$ cat src/rtl/bram_arb_pkg.sv
// Shared definitions for the BRAM port arbiter slice:
// state encodings, requester IDs and default widths.
package bram_arb_pkg;

    localparam int ADDR_W_DEF = 4;
    localparam int DATA_W_DEF = 8;

    typedef logic [1:0] state_t;

    localparam state_t IDLE     = 2'd0;
    localparam state_t ACCESS_W = 2'd1;
    localparam state_t ACCESS_R = 2'd2;
    localparam state_t RD_WAIT  = 2'd3;

    localparam int REQ_W = 0;
    localparam int REQ_R = 1;

endpackage

$ cat src/rtl/bram_arb_rr2.sv
// Two-way round-robin picker. The grant is combinational;
// the last-served flop lives here and advances on update.
module bram_arb_rr2
    import bram_arb_pkg::*;
(
    input  logic       clk,
    input  logic       reset,
    input  logic [1:0] req,
    input  logic       update,
    output logic [1:0] gnt
);

    // 1 = read served last, so first contention goes to write
    logic last_served;

    // remember who won the most recent grant
    always_ff @(posedge clk or posedge reset) begin
        if (reset) begin
            last_served <= 1'b1;
        end else if (update && (gnt != 2'b00)) begin
            last_served <= gnt[REQ_R];
        end
    end

    // favour the requester that was not served last
    always_comb begin
        gnt        = 2'b00;
        gnt[REQ_W] = req[REQ_W] & (~req[REQ_R] | last_served);
        gnt[REQ_R] = req[REQ_R] & (~req[REQ_W] | ~last_served);
    end

endmodule

$ cat src/rtl/bram_port_arbiter.sv
// Shares one single-port BRAM between a writer and a reader.
// One access in flight; all outputs come straight from flops.
module bram_port_arbiter
    import bram_arb_pkg::*;
#(
    parameter int ADDR_W = ADDR_W_DEF,
    parameter int DATA_W = DATA_W_DEF
) (
    input  logic              clk,
    input  logic              reset,
    input  logic              w_req,
    input  logic [ADDR_W-1:0] w_addr,
    input  logic [DATA_W-1:0] w_data,
    output logic              w_gnt,
    input  logic              r_req,
    input  logic [ADDR_W-1:0] r_addr,
    output logic              r_gnt,
    output logic              r_valid,
    output logic [DATA_W-1:0] r_data,
    output logic              busy,
    output logic              bram_en,
    output logic              bram_we,
    output logic [ADDR_W-1:0] bram_addr,
    output logic [DATA_W-1:0] bram_din,
    input  logic [DATA_W-1:0] bram_dout
);

    state_t            state;
    state_t            next_state;
    logic [1:0]        pick;
    logic              w_gnt_d;
    logic              r_gnt_d;
    logic              r_valid_d;
    logic              busy_d;
    logic              en_d;
    logic              we_d;
    logic [ADDR_W-1:0] addr_d;
    logic [DATA_W-1:0] din_d;

    bram_arb_rr2 u_rr (
        .clk    (clk),
        .reset  (reset),
        .req    ({r_req, w_req}),
        .update (state == IDLE),
        .gnt    (pick)
    );

    // state register
    always_ff @(posedge clk or posedge reset) begin
        if (reset) begin
            state <= IDLE;
        end else begin
            state <= next_state;
        end
    end

    // requests are only looked at while idle; nothing is queued
    always_comb begin
        next_state = IDLE;
        unique case (state)
            IDLE: begin
                if (pick[REQ_W]) begin
                    next_state = ACCESS_W;
                end else if (pick[REQ_R]) begin
                    next_state = ACCESS_R;
                end
            end
            ACCESS_W: next_state = IDLE;
            ACCESS_R: next_state = RD_WAIT;
            RD_WAIT:  next_state = IDLE;
            default:  next_state = IDLE;
        endcase
    end

    // decode next-cycle outputs from the upcoming state
    always_comb begin
        w_gnt_d   = (next_state == ACCESS_W);
        r_gnt_d   = (next_state == ACCESS_R);
        en_d      = w_gnt_d | r_gnt_d;
        we_d      = w_gnt_d;
        busy_d    = (next_state != IDLE);
        r_valid_d = (state == RD_WAIT);
        addr_d    = bram_addr;
        din_d     = bram_din;
        if (w_gnt_d) begin
            addr_d = w_addr;
            din_d  = w_data;
        end else if (r_gnt_d) begin
            addr_d = r_addr;
        end
    end

    // output registers; read data captured as RD_WAIT ends
    always_ff @(posedge clk or posedge reset) begin
        if (reset) begin
            w_gnt     <= 1'b0;
            r_gnt     <= 1'b0;
            r_valid   <= 1'b0;
            r_data    <= '0;
            busy      <= 1'b0;
            bram_en   <= 1'b0;
            bram_we   <= 1'b0;
            bram_addr <= '0;
            bram_din  <= '0;
        end else begin
            w_gnt     <= w_gnt_d;
            r_gnt     <= r_gnt_d;
            r_valid   <= r_valid_d;
            busy      <= busy_d;
            bram_en   <= en_d;
            bram_we   <= we_d;
            bram_addr <= addr_d;
            bram_din  <= din_d;
            if (state == RD_WAIT) begin
                r_data <= bram_dout;
            end
        end
    end

endmodule
$ cat config.mk
export PLATFORM = sky130hd
export DESIGN_NAME = bram_port_arbiter
export DESIGN_NICKNAME = d
export VERILOG_FILES = /design/src/rtl/bram_arb_pkg.sv /design/src/rtl/bram_arb_rr2.sv /design/src/rtl/bram_port_arbiter.sv
export SDC_FILE = /design/constraint.sdc
export NUM_CORES = 1
export LEC_CHECK = 0
export CORE_UTILIZATION = 39
export CTS_BUF_LIST = sky130_fd_sc_hd__clkbuf_8 sky130_fd_sc_hd__clkbuf_16
export CTS_CLUSTER_SIZE = 25
export DETAILED_ROUTE_END_ITERATION = 10
export PLACE_DENSITY = 0.88
export SYNTH_ARGS = -nofsm -noshare
export SYNTH_HDL_FRONTEND = slang
export SYNTH_SLANG_ARGS = --single-unit
export TNS_END_PERCENT = 5
$ cat constraint.sdc
create_clock -name clk -period 2 [get_ports clk]
set_input_delay 0.4 -clock clk [delete_from_list [all_inputs] [get_ports clk]]
set_output_delay 0.4 -clock clk [all_outputs]
set_load 0.02 [all_outputs]
==> impl_metrics.toml, run 1 <==
[run_status]
status = "completed"

[clock_tree]
worstSkewPairLatency_ns = 0.27
clkTransAtPathRegs_ns = 0.09
cts_tree = "built"
htree_levels = 1
numCtsBuffers = 3
clock_tree.buffer_depth = 2
root_buffer = "clkbuf_8"
hold_buffers = 0
cts_setup_buffers = 0
cts.sinks = 28
post_cts_resized = 0

[floorplan]
core_sq_um = 2570
pin_count = 54
die_w_microns = 55.3
dieArea_sq_um = 3050
die_y_microns = 55.3
initial_core_util = 0.431
num_rows = 18

[power_and_ir_drop]
p_per_area_nw_per_um2 = 1730
p_leak_nw = 0.753
irDropWorstVdd_uv = 939
fin_total_pwr_mw = 3.00

[detailed_routing]
wl_per_cell_microns = 13.1
dr.pass1.iters = 2
route.antenna.remaining_nets = 0
vias = 777
viasPerCell = 4.74
wl_microns = 2150
route.detailed.drc = 0
drtIter0Drc = 4

[layout]
fill_cells = 201
post-route-util = 0.677
final_nets = 167
area_growth_pct = 57.2
drive_above_1_share = 0.194
n_antenna_cell = 0

[sta]
drv_slew = 0
min_period_ns = 1.88
fin_crit_sh = 0.939
skew_ns = 0.00400
max_freq_mhz = 533
grt_setup_unrepaired = "false"
setup_violations = 0
maxSlewHeadroom = 0.766
tightest_slew_ns = 0.351
hold_ws_ns = 0.473
final_hold_viol_count = 0

[global_route]
grt_usage = 0.149
grt_max_degree = 29
grt_pass1_wl_microns = 3710
grt_pass1_vias = 830
antenna_found_initial = 0
overflow = 0

[logic_synthesis]
synthCells = 79
synth-seq-cells = 28
synth_cell_type_count = 17
synthesis.nets = 111
async_reset_ff_frac = 1.00
synth_area_leaders = "dfrtp_1, mux2_2, ha_1"
synth_edf_count = 0
synth_area_sq_um = 1110
seq_area_frac_synth = 0.635
ys_warn_count = 0
synth.most_common_cell = "dfrtp_1"
synth.largest_area_cell = "dfrtp_1"
yosys.area.top_type_share = 0.611
synthTopCellsByCount = "dfrtp_1, mux2_2, a21oi_1, nor2_1"
synthFlopType = "dfrtp_1"
synth.avg_cell_area_sq_um = 14.0

[worst_setup_path]
crit_type = "in -> reg"
r2r_setup_slack_ns = 0.15
critPathLaunchType = "primary input"
cp.arrival_ns = 2.03
crit_fanout = 8
crit_required_ns = 2.16
endpoint_kind = "flop"

[min_path]
hold_path.class = "in -> async"

[placement]
port-buffer-count = 53
globalplace.congestion = 0.782
dp_hpwl_microns = 1660

[flow_run]
max_cap_viol_count = 0
-- per-layer routing --
metal / track usage / wire length [microns] / vias up
li1: - / - / 375
met5: 0 / 0 / -
met2: 0.255 / 999 / 43
met1: 0.183 / 916 / 359
met4: 0.0321 / 0 / 0
met3: 0.0492 / 229 / 0
-- layout make-up --
type	count	area, sq um	share of cell area
inverters	3	11.3	0.00647
multi-input cells	44	372	0.214
flip-flops and latches	28	702	0.404
repair buffers	55	546	0.314
well taps	30	37.5	0.0216
clock buffers	3	41.3	0.0237
clock inverters	1	30.0	0.0173
-- logic make-up after synthesis --
group | Yosys count | synth area share
flip-flops | 28 | 0.635
multiplexers | 20 | 0.199
AND/OR/NAND/NOR | 12 | 0.0543
AO/OA/AOI/OAI | 8 | 0.0373
buffers and inverters | 7 | 0.0294
adder cells (fa/ha/maj) | 4 | 0.0453
-- power by group --
group | switching, mW | leakage (nW) | internal [mW]
clock | 0.168 | 0.0357 | 0.268
sequential | 0.156 | 0.329 | 0.862
combinational | 0.729 | 0.388 | 0.821
-- stage by stage --
stage	cells	setup slack, ns	area, sq um	TNS (ns)
2_1_floorplan	79	0.285	1110	0
3_3_place_gp	160	-0.0965	1670	-0.864
3_5_place_dp	160	-0.172	1670	-1.51
4_1_cts	164	0.102	1740	0
5_1_grt	164	0.0298	1740	0
6_report	164	0.123	1740	0
-- registers in the layout, indices dropped and copies added, names as in the netlist --
| name | count |
|---|---|
| u_rr.last_served | 1 |
| bram_we | 1 |
| bram_din | 8 |
| r_valid | 1 |
| state | 2 |
| bram_en | 1 |
| r_data | 8 |
| busy | 1 |
| bram_addr | 4 |
| r_gnt | 1 |
-- worst paths after layout --
| check | from | cells past startpoint | to |
|---|---|---|---|
| worst max register to register | u_rr.last_served | 5 | bram_din[7] |
| max in group asynchronous | reset | 3 | u_rr.last_served |
| min in group clk | bram_din[4] | 1 | bram_din[4] |
| worst min-delay path | reset | 3 | r_data[2] |
| worst max-delay path | w_req | 6 | bram_din[7] |
| worst min register to register | bram_din[4] | 1 | bram_din[4] |
-- critical path, cell delays in order --
cell             delay (ns)
clkdlybuf4s50_1        0.50
nand2_1                0.06
a21oi_1                0.16
or2_2                  0.16
ha_1                   0.36
mux2_2                 0.39
-- cells in the final DEF, fill, tap and decap left out --
cell / n
dfrtp_1: 27
clkbuf_8: 3
dfstp_2: 1
clkdlybuf4s50_1: 53
nor2_1: 7
nand2b_1: 1
mux2_2: 16
ha_1: 4
nand2_1: 1
mux2i_1: 4
a21oi_1: 7
or2_2: 2
a31oi_1: 1
bufinv_16: 1
inv_1: 3
nand2_4: 1
buf_4: 2
Note: power is estimated with default switching activity, not from simulation.
==> inputs of run 2 (changes only) <==
- GPL_TIMING_DRIVEN: default -> 0
==> run 2 against run 1 <==
Sequential cell count is the same. Die area is the same. Global-route usage grew 1.5 points. Design area shrank 0.79%. Cell count grew 0.61%. Highest routed layer is now met4. Maximum frequency grew 0.22%. Critical path depth grew 1. Clock power shrank 22%. Via count grew 2.4%. First-iteration DRC count grew 50%.
==> impl_metrics.toml, run 2 (synthesized netlist as in run 1, its figures left out) <==
[clock_tree]
clock_tree.buffer_depth = 2
cts.sinks = 28
numCtsBuffers = 3
post_cts_resized = 0
clkTransAtPathRegs_ns = 0.09
cts_tree = "built"
root_buffer = "clkbuf_8"
worstSkewPairLatency_ns = 0.27
htree_levels = 1

[power_and_ir_drop]
p_comb_frac = 0.536
cell_internal_pwr_mw = 1.86
p_seq_frac = 0.348
p_per_area_nw_per_um2 = 1700
swShare = 0.364
power_frac_clock = 0.116
p_sw_mw = 1.06
p_leak_nw = 0.751
irDropWorstVdd_uv = 1040

[global_route]
grt_max_degree = 29
antenna_found_initial = 0
grt_pass1_wl_microns = 3860
grt_pass1_vias = 842
grt_usage = 0.164
overflow = 0

[layout]
final_common_cell = "clkdlybuf4s50_1"
area_growth_pct = 56.0
reg.largest.list = "bram_din: 8 flops, r_data: 8 flops, bram_addr: 4 flops"
final_cell_mix = "clkdlybuf4s50_1, dfrtp_1, mux2_2"
post-route-util = 0.672
fill_cells = 213
final_nets = 168
drive_above_1_share = 0.200
n_antenna_cell = 0

[worst_setup_path]
crit_path_top_delay_cell = "clkdlybuf4s50_1"
rr_endpoint = "bram_din[1]"
endpoint_kind = "flop"
crit_fanout = 8
crit_required_ns = 2.16
crit_type = "in -> reg"
critPathLaunchType = "primary input"
cp.arrival_ns = 2.03
r2r_cells = 6
crit_chain = "clkdlybuf4s50_1 > nand2b_1 > a21oi_1 > nor2_1 > ha_1 > buf_2 > mux2_2"
r2r-start = "u_rr.last_served"
crit_path_max_incr_delay_ns = 0.46
r2r_setup_slack_ns = 0.15

[min_path]
hold-path-endpoint = "r_data[7]"
min_path_cells = 1
hp-start = "r_data[7]"
hold_path.class = "reg -> reg"

[detailed_routing]
route.antenna.remaining_nets = 0
dr.pass1.iters = 2
wl_microns = 2260
vias = 796
drtIter0Drc = 6
route.detailed.drc = 0
viasPerCell = 4.82
wl_per_cell_microns = 13.7

[floorplan]
pin_count = 54
die_y_microns = 55.3
core_sq_um = 2570
num_rows = 18
initial_core_util = 0.431
die_w_microns = 55.3
dieArea_sq_um = 3050

[sta]
grt_setup_unrepaired = "false"
drv_slew = 0
hold_ws_ns = 0.510
setup_violations = 0
fin_crit_sh = 0.937
skew_ns = 0.00241
maxSlewHeadroom = 0.325
min_period_ns = 1.87
final_hold_viol_count = 0
tightest_slew_ns = 1.01
max_freq_mhz = 534

[run_status]
status = "completed"

[placement]
port-buffer-count = 53
globalplace.congestion = 0.762
dp_hpwl_microns = 1730

[flow_run]
max_cap_viol_count = 0
[run 2: cell count changes in the layout (fill, tap and decap cells not counted), sizes merged]
cell	change
bufinv	-1
clkbuf	+2
[run 2: power groups by stage]
stage | Sequential, mW | Clock [mW] | Combinational, mW
final | 1.02 | 0.339 | 1.57
after global routing | 1.06 | 0.384 | 1.69
after CTS | 1.02 | 0.357 | 1.60
after detailed placement | 1.03 | 0 | 1.59
after global placement | 1.01 | 0 | 1.54
after floorplan | 1.33 | 0 | 0.582
[run 2: timing repair]
item | 4_1_cts | 5_1_grt
setup endpoints to repair | 0 | 4
hold buffers | 0 | 0
buffers inserted | 0 | 0
[run 2: metrics by stage]
step	setup slack, ns	power, mW	cell area (sq um)	cells	setup TNS, ns
floorplan	0.285	1.91	1110	79	0
global placement	-0.128	2.55	1670	162	-1.29
detailed placement	-0.199	2.62	1670	162	-1.95
CTS	0.0788	2.98	1730	166	0
global route	0.0196	3.13	1730	165	0
finish	0.127	2.93	1730	165	0
[run 2: critical path, delay by kind of cell]
kind                     cells  cell delay (ns)
buffers and inverters        2             0.66
multiplexers                 1             0.36
AND/OR/NAND/NOR              2             0.33
adder cells (fa/ha/maj)      1             0.20
AO/OA/AOI/OAI                1             0.09
[run 2: area by class of cell]
class	instances	area, sq um	share of cell area
Sequential cell	28	702	0.407
Tap cell	30	37.5	0.0218
Inverter	3	11.3	0.00653
Timing Repair Buffer	53	531	0.307
Buffer	3	17.5	0.0102
Clock buffer	4	55.1	0.0319
Multi-Input combinational cell	44	372	0.215
[run 2: worst max-delay path by stage]
stage	start	to	slack [ns]	cells past startpoint
final	r_req	bram_din[1]	0.13	7
after global routing	r_req	bram_din[1]	0.02	7
after CTS	r_req	bram_addr[2]	0.08	8
after detailed placement	r_req	bram_addr[1]	-0.20	8
after global placement	w_req	bram_addr[1]	-0.13	8
after floorplan	u_rr.last_served	bram_addr[0]	0.29	7
[run 2: per-layer routing]
metal | vias up | GRT usage | share of wire
met5 | - | 0 | 0
met4 | 0 | 0.0643 | 0.0093
met3 | 2 | 0.0492 | 0.094
met2 | 46 | 0.262 | 0.49
met1 | 374 | 0.208 | 0.41
li1 | 374 | - | -
==> inputs of run 3 (changes only) <==
- RECOVER_POWER: default -> 25
- SETUP_SLACK_MARGIN: default -> 0.5
- TNS_END_PERCENT: 5 -> default
==> run 3 against run 2 <==
Wire length up 12%. Non-clock buffer count up 5. Highest routed layer unchanged. Hold slack worse by 0.016 ns. Critical endpoint is now bram_din[0].
==> impl_metrics.toml, run 3 (synthesized netlist as in run 1, its figures left out) <==
[clock_tree]
root_buffer = "clkbuf_8"
htree_levels = 1
clock_tree.buffer_depth = 2
cts_tree = "built"
numCtsBuffers = 3
clkTransAtPathRegs_ns = 0.09
hold_buffers = 0
cts.sinks = 28
worstSkewPairLatency_ns = 0.27

[sta]
tightest_slew_ns = 1.27
fin_crit_sh = 0.841
final_hold_viol_count = 0
skew_ns = 0.00667
maxSlewHeadroom = 0.152
grt_setup_unrepaired = "true"
hold_ws_ns = 0.494
drv_slew = 0
max_freq_mhz = 595
min_period_ns = 1.68
setup_violations = 0

[floorplan]
dieArea_sq_um = 3050
core_sq_um = 2570
die_w_microns = 55.3
die_y_microns = 55.3
num_rows = 18
initial_core_util = 0.431
pin_count = 54

[layout]
final_cell_mix = "dfrtp_1, dlygate4sd2_1, clkdlybuf4s50_1"
reg.largest.list = "bram_din: 8 flops, r_data: 8 flops, bram_addr: 4 flops"
n_antenna_cell = 0
final_nets = 173
post-route-util = 0.720
multi_input_area_sq_um = 462
fill_cells = 186
seqCellArea_sq_um = 702
area_growth_pct = 67.1
drive_above_1_share = 0.286

[detailed_routing]
route.detailed.drc = 0
wl_per_cell_microns = 14.8
route.antenna.remaining_nets = 0
met2_wirelength_microns = 1330
maxUsedRoutingLayer = "met4"
met3_length_microns = 157
wl_met1_microns = 1010
dr.pass1.iters = 4
wl_microns = 2520
drtIter0Drc = 9
vias = 843
viasPerCell = 4.96

[global_route]
antenna_found_initial = 0
grt_pass1_wl_microns = 4140
overflow = 0
grt_usage = 0.173
grt_pass1_vias = 921
grt_max_degree = 29

[placement]
dp_hpwl_microns = 1900
globalplace.congestion = 0.716
port-buffer-count = 53

[worst_setup_path]
crit_required_ns = 2.16
cp.arrival_ns = 1.84
crit_fanout = 8
critPathLaunchType = "flop"
crit_type = "reg -> reg"
endpoint_kind = "flop"

[power_and_ir_drop]
p_per_area_nw_per_um2 = 1690
p_leak_nw = 0.850
irDropWorstVdd_uv = 1200

[run_status]
status = "completed"

[min_path]
hold_path.class = "in -> reg"

[flow_run]
max_cap_viol_count = 0
[run 3: cell count changes in the layout (fill, tap and decap cells not counted), sizes merged]
cell | before | now
buf | 2 | 8
inv | 3 | 2
clkdlybuf4s50 | 53 | 24
dlygate4sd3 | 0 | 1
clkdlybuf4s15 | 0 | 1
dlygate4sd2 | 0 | 27
clkinvlp | 0 | 1
clkbuf | 5 | 4
[run 3: per-stage QoR]
step	instances	power (mW)	setup TNS [ns]	setup WS, ns	area, sq um
finish	170	3.12	0	0.318	1850
global route	170	3.31	0	0.253	1850
CTS	168	3.12	0	0.349	1830
detailed placement	162	2.89	-1.23	-0.112	1780
global placement	162	2.82	-0.527	-0.0531	1780
floorplan	79	2.16	0	0.442	1210
[run 3: timing repair]
| action | CTS | global route |
|---|---|---|
| resized for setup | 32 | 4 |
| endpoints found under the setup margin | 38 | 40 |
| pin swaps | 4 | 2 |
| setup buffers | 2 | 2 |
[run 3: area by class of cell]
cell class              count  area share
plain buffers               4      0.0264
multi-input cells          44       0.250
well taps                  30      0.0203
clock buffers               4      0.0298
flip-flops and latches     28       0.380
repair buffers             57       0.287
inverters                   3     0.00677
[run 3: worst paths after layout]
| kind | start | endpoint | slack (ns) | cells past startpoint |
|---|---|---|---|---|
| min in group asynchronous | reset | bram_din[1] | 0.84 | 2 |
| hold reg to reg | r_data[0] | r_data[0] | 0.51 | 1 |
| max in group asynchronous | reset | r_data[6] | 0.55 | 2 |
| setup reg to reg | u_rr.last_served | bram_din[0] | 0.32 | 6 |
| hold / removal | w_req | u_rr.last_served | 0.49 | 2 |
| setup / recovery | u_rr.last_served | bram_din[0] | 0.32 | 6 |
[run 3: layer usage]
layer | GRT usage | vias up
li1 | - | 387
met1 | 0.200 | 416
met2 | 0.322 | 38
met3 | 0.0351 | 2
met4 | 0.0429 | 0
met5 | 0 | -
[run 3: power by group]
group	internal, mW	switching [mW]
registers	0.862	0.165
clock network	0.176	0.164
logic	0.902	0.853
total	1.94	1.18
[run 3: worst max-delay path, stage by stage (launching register included)]
cell	delay (ns)
dfstp_2	0.56
nand2_1	0.07
a21oi_2	0.17
or2_4	0.18
ha_4	0.14
buf_8	0.14
mux2_4	0.31
